--- src/rtl/sram_req_adapter.sv ---
// sram_req_adapter
// Front-end for the 1024x32 SRAM wrapper. A valid/ready request channel is
// turned into a single-cycle SRAM access. Read data comes back from the SRAM
// one cycle after issue, is pushed into a small response FIFO, and is
// presented on a valid/ready response channel in request order. Reads are
// issued only when a FIFO slot is reserved for them, so read data is never
// dropped.
//
// Handshake semantics (both channels): a transfer happens in a cycle where
// valid and ready are both 1 at the rising edge. REQ_READY is a function of
// the adapter state, RST and REQ_WE only, and never of REQ_VALID. RSP_VALID is
// a function of the FIFO state only, and never of RSP_READY.
module sram_req_adapter #(
  parameter int ADDR_WIDTH = 10,
  parameter int DATA_WIDTH = 32,
  parameter int RSP_DEPTH  = 4
) (
  input  logic                    CLK,
  input  logic                    RST,
  // request channel
  input  logic                    REQ_VALID,
  output logic                    REQ_READY,
  input  logic                    REQ_WE,
  input  logic [ADDR_WIDTH-1:0]   REQ_ADDR,
  input  logic [DATA_WIDTH/8-1:0] REQ_WSTRB,
  input  logic [DATA_WIDTH-1:0]   REQ_WDATA,
  // read-response channel
  output logic                    RSP_VALID,
  input  logic                    RSP_READY,
  output logic [DATA_WIDTH-1:0]   RSP_RDATA,
  // SRAM wrapper side
  output logic [ADDR_WIDTH-1:0]   SRAM_ADDR,
  output logic [DATA_WIDTH-1:0]   SRAM_BM,
  output logic [DATA_WIDTH-1:0]   SRAM_DIN,
  output logic                    SRAM_WEN,
  output logic                    SRAM_MEN,
  output logic                    SRAM_REN,
  input  logic [DATA_WIDTH-1:0]   SRAM_DOUT
);

  localparam int STRB_W = DATA_WIDTH / 8;
  localparam int PTR_W  = (RSP_DEPTH > 1) ? $clog2(RSP_DEPTH) : 1;
  localparam int CNT_W  = PTR_W + 1;

  // Occupancy limit is compared at CNT_W+1 bits so count + pend never wraps.
  localparam logic [CNT_W:0]   OCC_LIMIT = (CNT_W + 1)'(RSP_DEPTH);
  localparam logic [PTR_W-1:0] PTR_ONE   = PTR_W'(1);
  localparam logic [CNT_W-1:0] CNT_ONE   = CNT_W'(1);

  // Request-side decode
  logic                  w_accept;
  logic                  w_wr_accept;
  logic                  w_rd_accept;
  logic [DATA_WIDTH-1:0] w_bm_full;
  logic [CNT_W:0]        w_occupancy;

  // Response FIFO state
  logic [DATA_WIDTH-1:0] r_mem [RSP_DEPTH];
  logic [PTR_W-1:0]      r_wr_ptr;
  logic [PTR_W-1:0]      r_rd_ptr;
  logic [CNT_W-1:0]      r_count;
  logic                  r_pend;
  logic                  w_push;
  logic                  w_pop;

  // Outstanding reads = data already in the FIFO plus the one in the SRAM.
  // A pop in this same cycle is deliberately not credited, which keeps the
  // ready path free of any RSP_READY dependency.
  assign w_occupancy = {1'b0, r_count} + {{CNT_W{1'b0}}, r_pend};

  assign REQ_READY   = !RST && (REQ_WE || (w_occupancy < OCC_LIMIT));
  assign w_accept    = REQ_VALID && REQ_READY;
  assign w_wr_accept = w_accept && REQ_WE;
  assign w_rd_accept = w_accept && !REQ_WE;

  // Expand each byte strobe to eight bit-mask lanes.
  for (genvar g = 0; g < STRB_W; g++) begin : g_bm
    assign w_bm_full[8*g +: 8] = {8{REQ_WSTRB[g]}};
  end

  // SRAM drive: purely combinational from the request accepted this cycle;
  // everything idles at zero when nothing is accepted (including in reset).
  always_comb begin
    SRAM_MEN  = 1'b0;
    SRAM_WEN  = 1'b0;
    SRAM_REN  = 1'b0;
    SRAM_ADDR = '0;
    SRAM_BM   = '0;
    SRAM_DIN  = '0;
    if (w_accept) begin
      SRAM_MEN  = 1'b1;
      SRAM_ADDR = REQ_ADDR;
      if (REQ_WE) begin
        SRAM_WEN = 1'b1;
        SRAM_BM  = w_bm_full;
        SRAM_DIN = REQ_WDATA;
      end else begin
        SRAM_REN = 1'b1;
      end
    end
  end

  // Read-pending flag: marks that SRAM_DOUT carries read data next cycle.
  always_ff @(posedge CLK) begin
    if (RST) begin
      r_pend <= 1'b0;
    end else begin
      r_pend <= w_rd_accept;
    end
  end

  assign w_push = r_pend;
  assign w_pop  = RSP_VALID && RSP_READY;

  // FIFO storage: not reset; the head is masked on the output while empty.
  always_ff @(posedge CLK) begin
    if (!RST && w_push) begin
      r_mem[r_wr_ptr] <= SRAM_DOUT;
    end
  end

  // FIFO pointers: natural wrap at RSP_DEPTH (a power of two).
  always_ff @(posedge CLK) begin
    if (RST) begin
      r_wr_ptr <= '0;
      r_rd_ptr <= '0;
    end else begin
      if (w_push) begin
        r_wr_ptr <= r_wr_ptr + PTR_ONE;
      end
      if (w_pop) begin
        r_rd_ptr <= r_rd_ptr + PTR_ONE;
      end
    end
  end

  // FIFO occupancy: simultaneous push and pop leaves the count unchanged.
  always_ff @(posedge CLK) begin
    if (RST) begin
      r_count <= '0;
    end else if (w_push && !w_pop) begin
      r_count <= r_count + CNT_ONE;
    end else if (w_pop && !w_push) begin
      r_count <= r_count - CNT_ONE;
    end
  end

  assign RSP_VALID = (r_count != '0);
  assign RSP_RDATA = RSP_VALID ? r_mem[r_rd_ptr] : '0;

endmodule
--- config.mk ---
export PLATFORM = sky130hd
export DESIGN_NAME = sram_req_adapter
export DESIGN_NICKNAME = d
export VERILOG_FILES = /design/src/rtl/sram_req_adapter.sv
export SDC_FILE = /design/constraint.sdc
export NUM_CORES = 1
export LEC_CHECK = 0
export CORE_MARGIN = 2
export CORE_UTILIZATION = 40
export CTS_CLUSTER_DIAMETER = 100
export DETAILED_ROUTE_END_ITERATION = 10
export PLACE_DENSITY = 0.71
export SKIP_LAST_GASP = 1
export SYNTH_ARGS = -nofsm -noshare
export SYNTH_HDL_FRONTEND = slang
export SYNTH_SLANG_ARGS = --single-unit
--- constraint.sdc ---
create_clock -name CLK -period 5.03 [get_ports CLK]
set_input_delay 0.7545 -clock CLK [delete_from_list [all_inputs] [get_ports CLK]]
set_output_delay 0.7545 -clock CLK [all_outputs]
set_load 0.03 [all_outputs]
* Word-level counts from Yosys, hierarchy flattened
Memories as Yosys holds them, arrays and structs flattened. A register that Yosys moved wholly into a read port is not among the register bits.
Cells that the tools add are included.
** Cells by class
- Order comparisons :: 1
- Shifts and indexed selects :: 0
- Bitwise logic cells :: 0
- $mul :: 0
- Div/mod/pow operators :: 0
- Reductions and logical operators :: 14
- Mux-type cells :: 17
- Add/subtract/negate cells :: 5
- Equality and inequality tests :: 0
** Operator list (number)
- $mux W32 :: 5
- $mux W10 :: 1
- $logic_and A1 B1 Y1 :: 7
- $mux W1 :: 7
- $mux W3 :: 2
- $add A2 B1 Y2 const B :: 2
- $add A3 B1 Y4 :: 1
- $logic_not A1 Y1 :: 4
- $lt A4 B3 Y1 const B :: 1
- $mux W2 :: 2
- $add A3 B1 Y3 const B :: 1
- $reduce_bool A3 Y1 :: 1
- $sub A3 B1 Y3 const B :: 1
- $reduce_bool A2 Y1 :: 1
- $logic_or A1 B1 Y1 :: 1
** Word-level totals
- Register bits :: 8
- Bits in latches :: 0
- Word-level logic and storage cells :: 42
- Input port bits :: 83
- Output and inout port bits :: 111
- Memories kept :: 1
- RAM bits :: 128
- Bits in read-only memories :: 0
** Memory list
- r_mem :: depth 4, bits a word 32, read ports 1, clocked after Yosys merged registers in 1, write ports 1, RTL line 58 : logic [DATA_WIDTH-1:0] r_mem [RSP_DEPTH];

* Longest topological paths before layout
- Depth after elaboration :: 6
- Gate-level depth with buffers :: 7
- Mapped depth without buffers :: 7

* Worst setup path before layout
OpenSTA, ideal clock, no wires.
- Kind :: input -> output
- From :: in REQ_VALID
- To :: out SRAM_BM[10]
- Stages on the path :: 4
- Slack :: 2421 ps
- Data arrival time :: 1855 ps
- Required time :: 4276 ps
- Path buffers :: 2
- Path through :: nor2b_1 -> clkbuf_1 -> and3_1 -> buf_4
** On the way
- Longest elaborated chain between the ends :: 2
** Ends and longest elaborated chain
- from (decl) :: RTL line 21 : input logic REQ_VALID,
- $logic_and A1 B1 Y1 :: RTL line 72 : assign w_accept = REQ_VALID && REQ_READY;
- $mux W32 :: RTL line 90 : if (w_accept) begin
- to (decl) :: RTL line 33 : output logic [DATA_WIDTH-1:0] SRAM_BM,
Every way passes these cells.

* Worst setup path after layout
- From :: in RST
- To :: out SRAM_ADDR[0]
** On the way
- Longest elaborated chain between the ends :: 4
** Ends and longest elaborated chain
- from (decl) :: RTL line 19 : input logic RST,
- $logic_not A1 Y1 :: RTL line 71 : assign REQ_READY = !RST && (REQ_WE || (w_occupancy < OCC_LIMIT));
- $logic_and A1 B1 Y1 :: RTL line 71
- $logic_and A1 B1 Y1 :: RTL line 72
- $mux W10 :: RTL line 90
- to (decl) :: RTL line 32 : output logic [ADDR_WIDTH-1:0] SRAM_ADDR,
Every way passes these cells.

==> flow_metrics.tcl <==
set metrics [dict create \
    crit_chain "clkdlybuf4s50_1 > nor2b_1 > buf_4 > o21ai_0 > nor2b_1 > clkdlybuf4s50_1" \
    leakage_nw 2.86 \
    antenna_cells 0 \
    synthTopCellsByCount "128 x edfxtp_1, 44 x nor2b_1, 36 x and3_1, 32 x mux4_2, 28 x buf_4" \
    clk_pin_slew_ns 0.05 \
    finalHoldWorstSlack_ns 0.481 \
    power_density_nw_per_um2 480 \
    min_period_over_period_pct 79.6 \
    chipWidth_um 125 \
    hold_class "reg2reg" \
    rows 44 \
    rsz0062_at_grt "false" \
    yosys-top-cells-area "edfxtp_1 65%, mux4_2 12%, nor2b_1 4.7%, and3_1 3.8%, buf_4 3.6%" \
    synth_warnings 0 \
    gp_congestion 0.745 \
    total_power_mw 4.02 \
    area_growth_pct 42.2 \
    cp_slowest_cell "clkdlybuf4s50_1" \
    h-tree-depth 4 \
    maxCapViolCount 0 \
    numCtsBuffers 17 \
    io_pins 194 \
    reg2reg_slack_ns 2.79 \
    worstPathBufferInverterCount 3 \
    synth_edf_count 128 \
    cpLargestDelayFamily "buffers and inverters" \
    post-cts-setup-buffers 0 \
    hold_viol 0 \
    coreArea_um2 14400 \
    synth_top_cell_by_area "edfxtp_1" \
    antenna_found_initial 0 \
    route.detailed.drc 0 \
    synth_ff_type "edfxtp_1" \
    cp.required_ns 4.28 \
    slowest_delay_ns 0.70 \
    finalSetupViolCount 0 \
    status "completed" \
    worstSetupPathDepth 6 \
    crit_type "in2out" \
    seq_area_frac_synth_pct 68.8 \
    drt-wirelength-per-cell_um 17.6 \
    grt_pass1_vias 3819 \
    ant_nets 0 \
    timing.final.ws_setup_ns 1.02 \
    max_slew_margin_pct 30.4 \
    peakVddDrop_uv 260 \
    syn_area_um2 5880 \
    fin_nets 599 \
    synth_nets 431 \
    r2r_cells 7 \
    grt_start_max_net_pins 42 \
    grt.overflow.total 0 \
    drt_iter0_markers 193 \
    cts_tree "built" \
    crit_path_start "RST" \
    final_area_um2 8360 \
    vias 3452 \
    setup_tns_ns 0 \
    period_needed_ns 4.01 \
    cp.arrival_ns 3.25 \
    dp_hpwl_um 8240 \
    clock_sinks 138 \
    cts_resized 0 \
    dieArea_um2 15700 \
    die_y_um 125 \
    drive_gt1_share_pct 13.0 \
    routed_via_density 4.88 \
    grt_usage_pct 16.3 \
    portBuffers 193 \
    syn_avg_cell_area_um2 17.2 \
    synth.most_common_cell "edfxtp_1" \
    drv_slew 0 \
    cts_root_buffer "clkbuf_16" \
    place_area_um2 7760 \
    yosys.cell_types.count 24 \
    cp-start-kind "primary input" \
    wl_um 12400 \
    ys_ff_latch 138 \
    synthCells 342 \
    cp_max_fo 39 \
    skew_ns 0.00722 \
    reg2reg_from "r_count[0]" \
    cp-end-kind "output pin" \
    clock.fmax_mhz 250 \
    clk_path_buf_depth 2 \
    cts_hold_buf 0 \
    reg2reg_to "r_count[2]" \
    async_flop_share_pct 0 \
    synth_top_area_share_pct 65.4 \
    initial_core_util_pct 40.8 \
    crit_end "SRAM_ADDR[0]" \
    grt_pass1_wl_um 19600 \
    tightestPinTransition_ns 1.03 \
    dpl_worst_slack_ns 1.01 \
    clkLatencyLatePin_ns 0.41 \
    dr.pass1.iters 4 \
]
worst register-to-register path, cell delays in order, from the launching register on:
cell     delay (ns)
dfxtp_1        0.39
o31ai_1        0.42
ha_1           0.27
inv_1          0.06
fa_1           0.37
xor2_1         0.18
or3_1          0.32
a21oi_1        0.15
worst min path at each step:
stage                endpoint  cells past startpoint  slack (ns)        start
floorplan           flip-flop                      2        0.46  r_rd_ptr[1]
global placement    flip-flop                      2        0.46  r_rd_ptr[1]
detailed placement  flip-flop                      2        0.48  r_rd_ptr[1]
CTS                 flip-flop                      2        0.49  r_rd_ptr[1]
global route        flip-flop                      2        0.54  r_rd_ptr[1]
finish              flip-flop                      2        0.48  r_rd_ptr[1]
state kept, by name, summed over array words and instances, names as in the netlist, named ones only:
register	flops
r_wr_ptr	2
r_pend	1
r_count	3
r_rd_ptr	2
r_mem	128
layer usage:
| metal | part of all wire (%) | GRT usage [%] | vias to the layer above | routed length, um |
|---|---|---|---|---|
| li1 | - | - | 1605 | - |
| met1 | 39 | 18.1 | 1705 | 4860 |
| met2 | 53 | 29.4 | 127 | 6570 |
| met3 | 7.2 | 5.95 | 15 | 902 |
| met4 | 0.97 | 5.10 | 0 | 121 |
| met5 | 0 | 0 | - | 0 |
layout make-up:
cell class	count	area, um2
fillers	1122	6060
flip-flops and latches	138	4050
repair buffers	197	1960
multi-input cells	151	1510
clock buffers	24	452
well taps	184	230
clock inverters	8	146
inverters	5	18.8
where the power goes:
part	leakage, nW	internal, mW	switching (mW)
combinational	1.34	0.634	0.752
sequential	1.24	1.29	0.0864
clock	0.287	0.829	0.424
total	2.86	2.76	1.26
per-stage QoR:
stage                     util [%]  std cells
after floorplan                  -        342
after global placement        53.8        675
after detailed placement      53.8        675
after CTS                     58.0        707
after global routing          58.0        707
final                         58.0        707
placed cells by master (no fill, tap or decap), types with 3 or more instances in the layout:
cell | Yosys | final
clkbuf_16 | 0 | 17
mux4_2 | 32 | 32
and2_2 | 0 | 4
bufinv_16 | 0 | 4
xor2_1 | 3 | 3
buf_4 | 28 | 4
clkdlybuf4s50_1 | 0 | 193
dfxtp_1 | 10 | 8
edfxtp_1 | 128 | 128
inv_1 | 5 | 5
nor2b_1 | 44 | 44
nor2_1 | 10 | 10
and3_1 | 36 | 36
o21ai_0 | 3 | 3
ha_1 | 5 | 5
clkbuf_1 | 12 | 7
logic make-up (layout without fill, tap and decap cells):
| group | Yosys count | in the layout | share of synthesized area, % |
|---|---|---|---|
| compound gates | 7 | 7 | 0.660 |
| xor+xnor | 4 | 4 | 0.596 |
| fa+ha+maj | 6 | 6 | 1.40 |
| buf+inv | 53 | 234 | 5.77 |
| flops | 138 | 138 | 68.8 |
| mux | 34 | 34 | 12.6 |
| simple gates | 100 | 100 | 10.2 |
No activity file was read; power rests on OpenSTA's default activity.
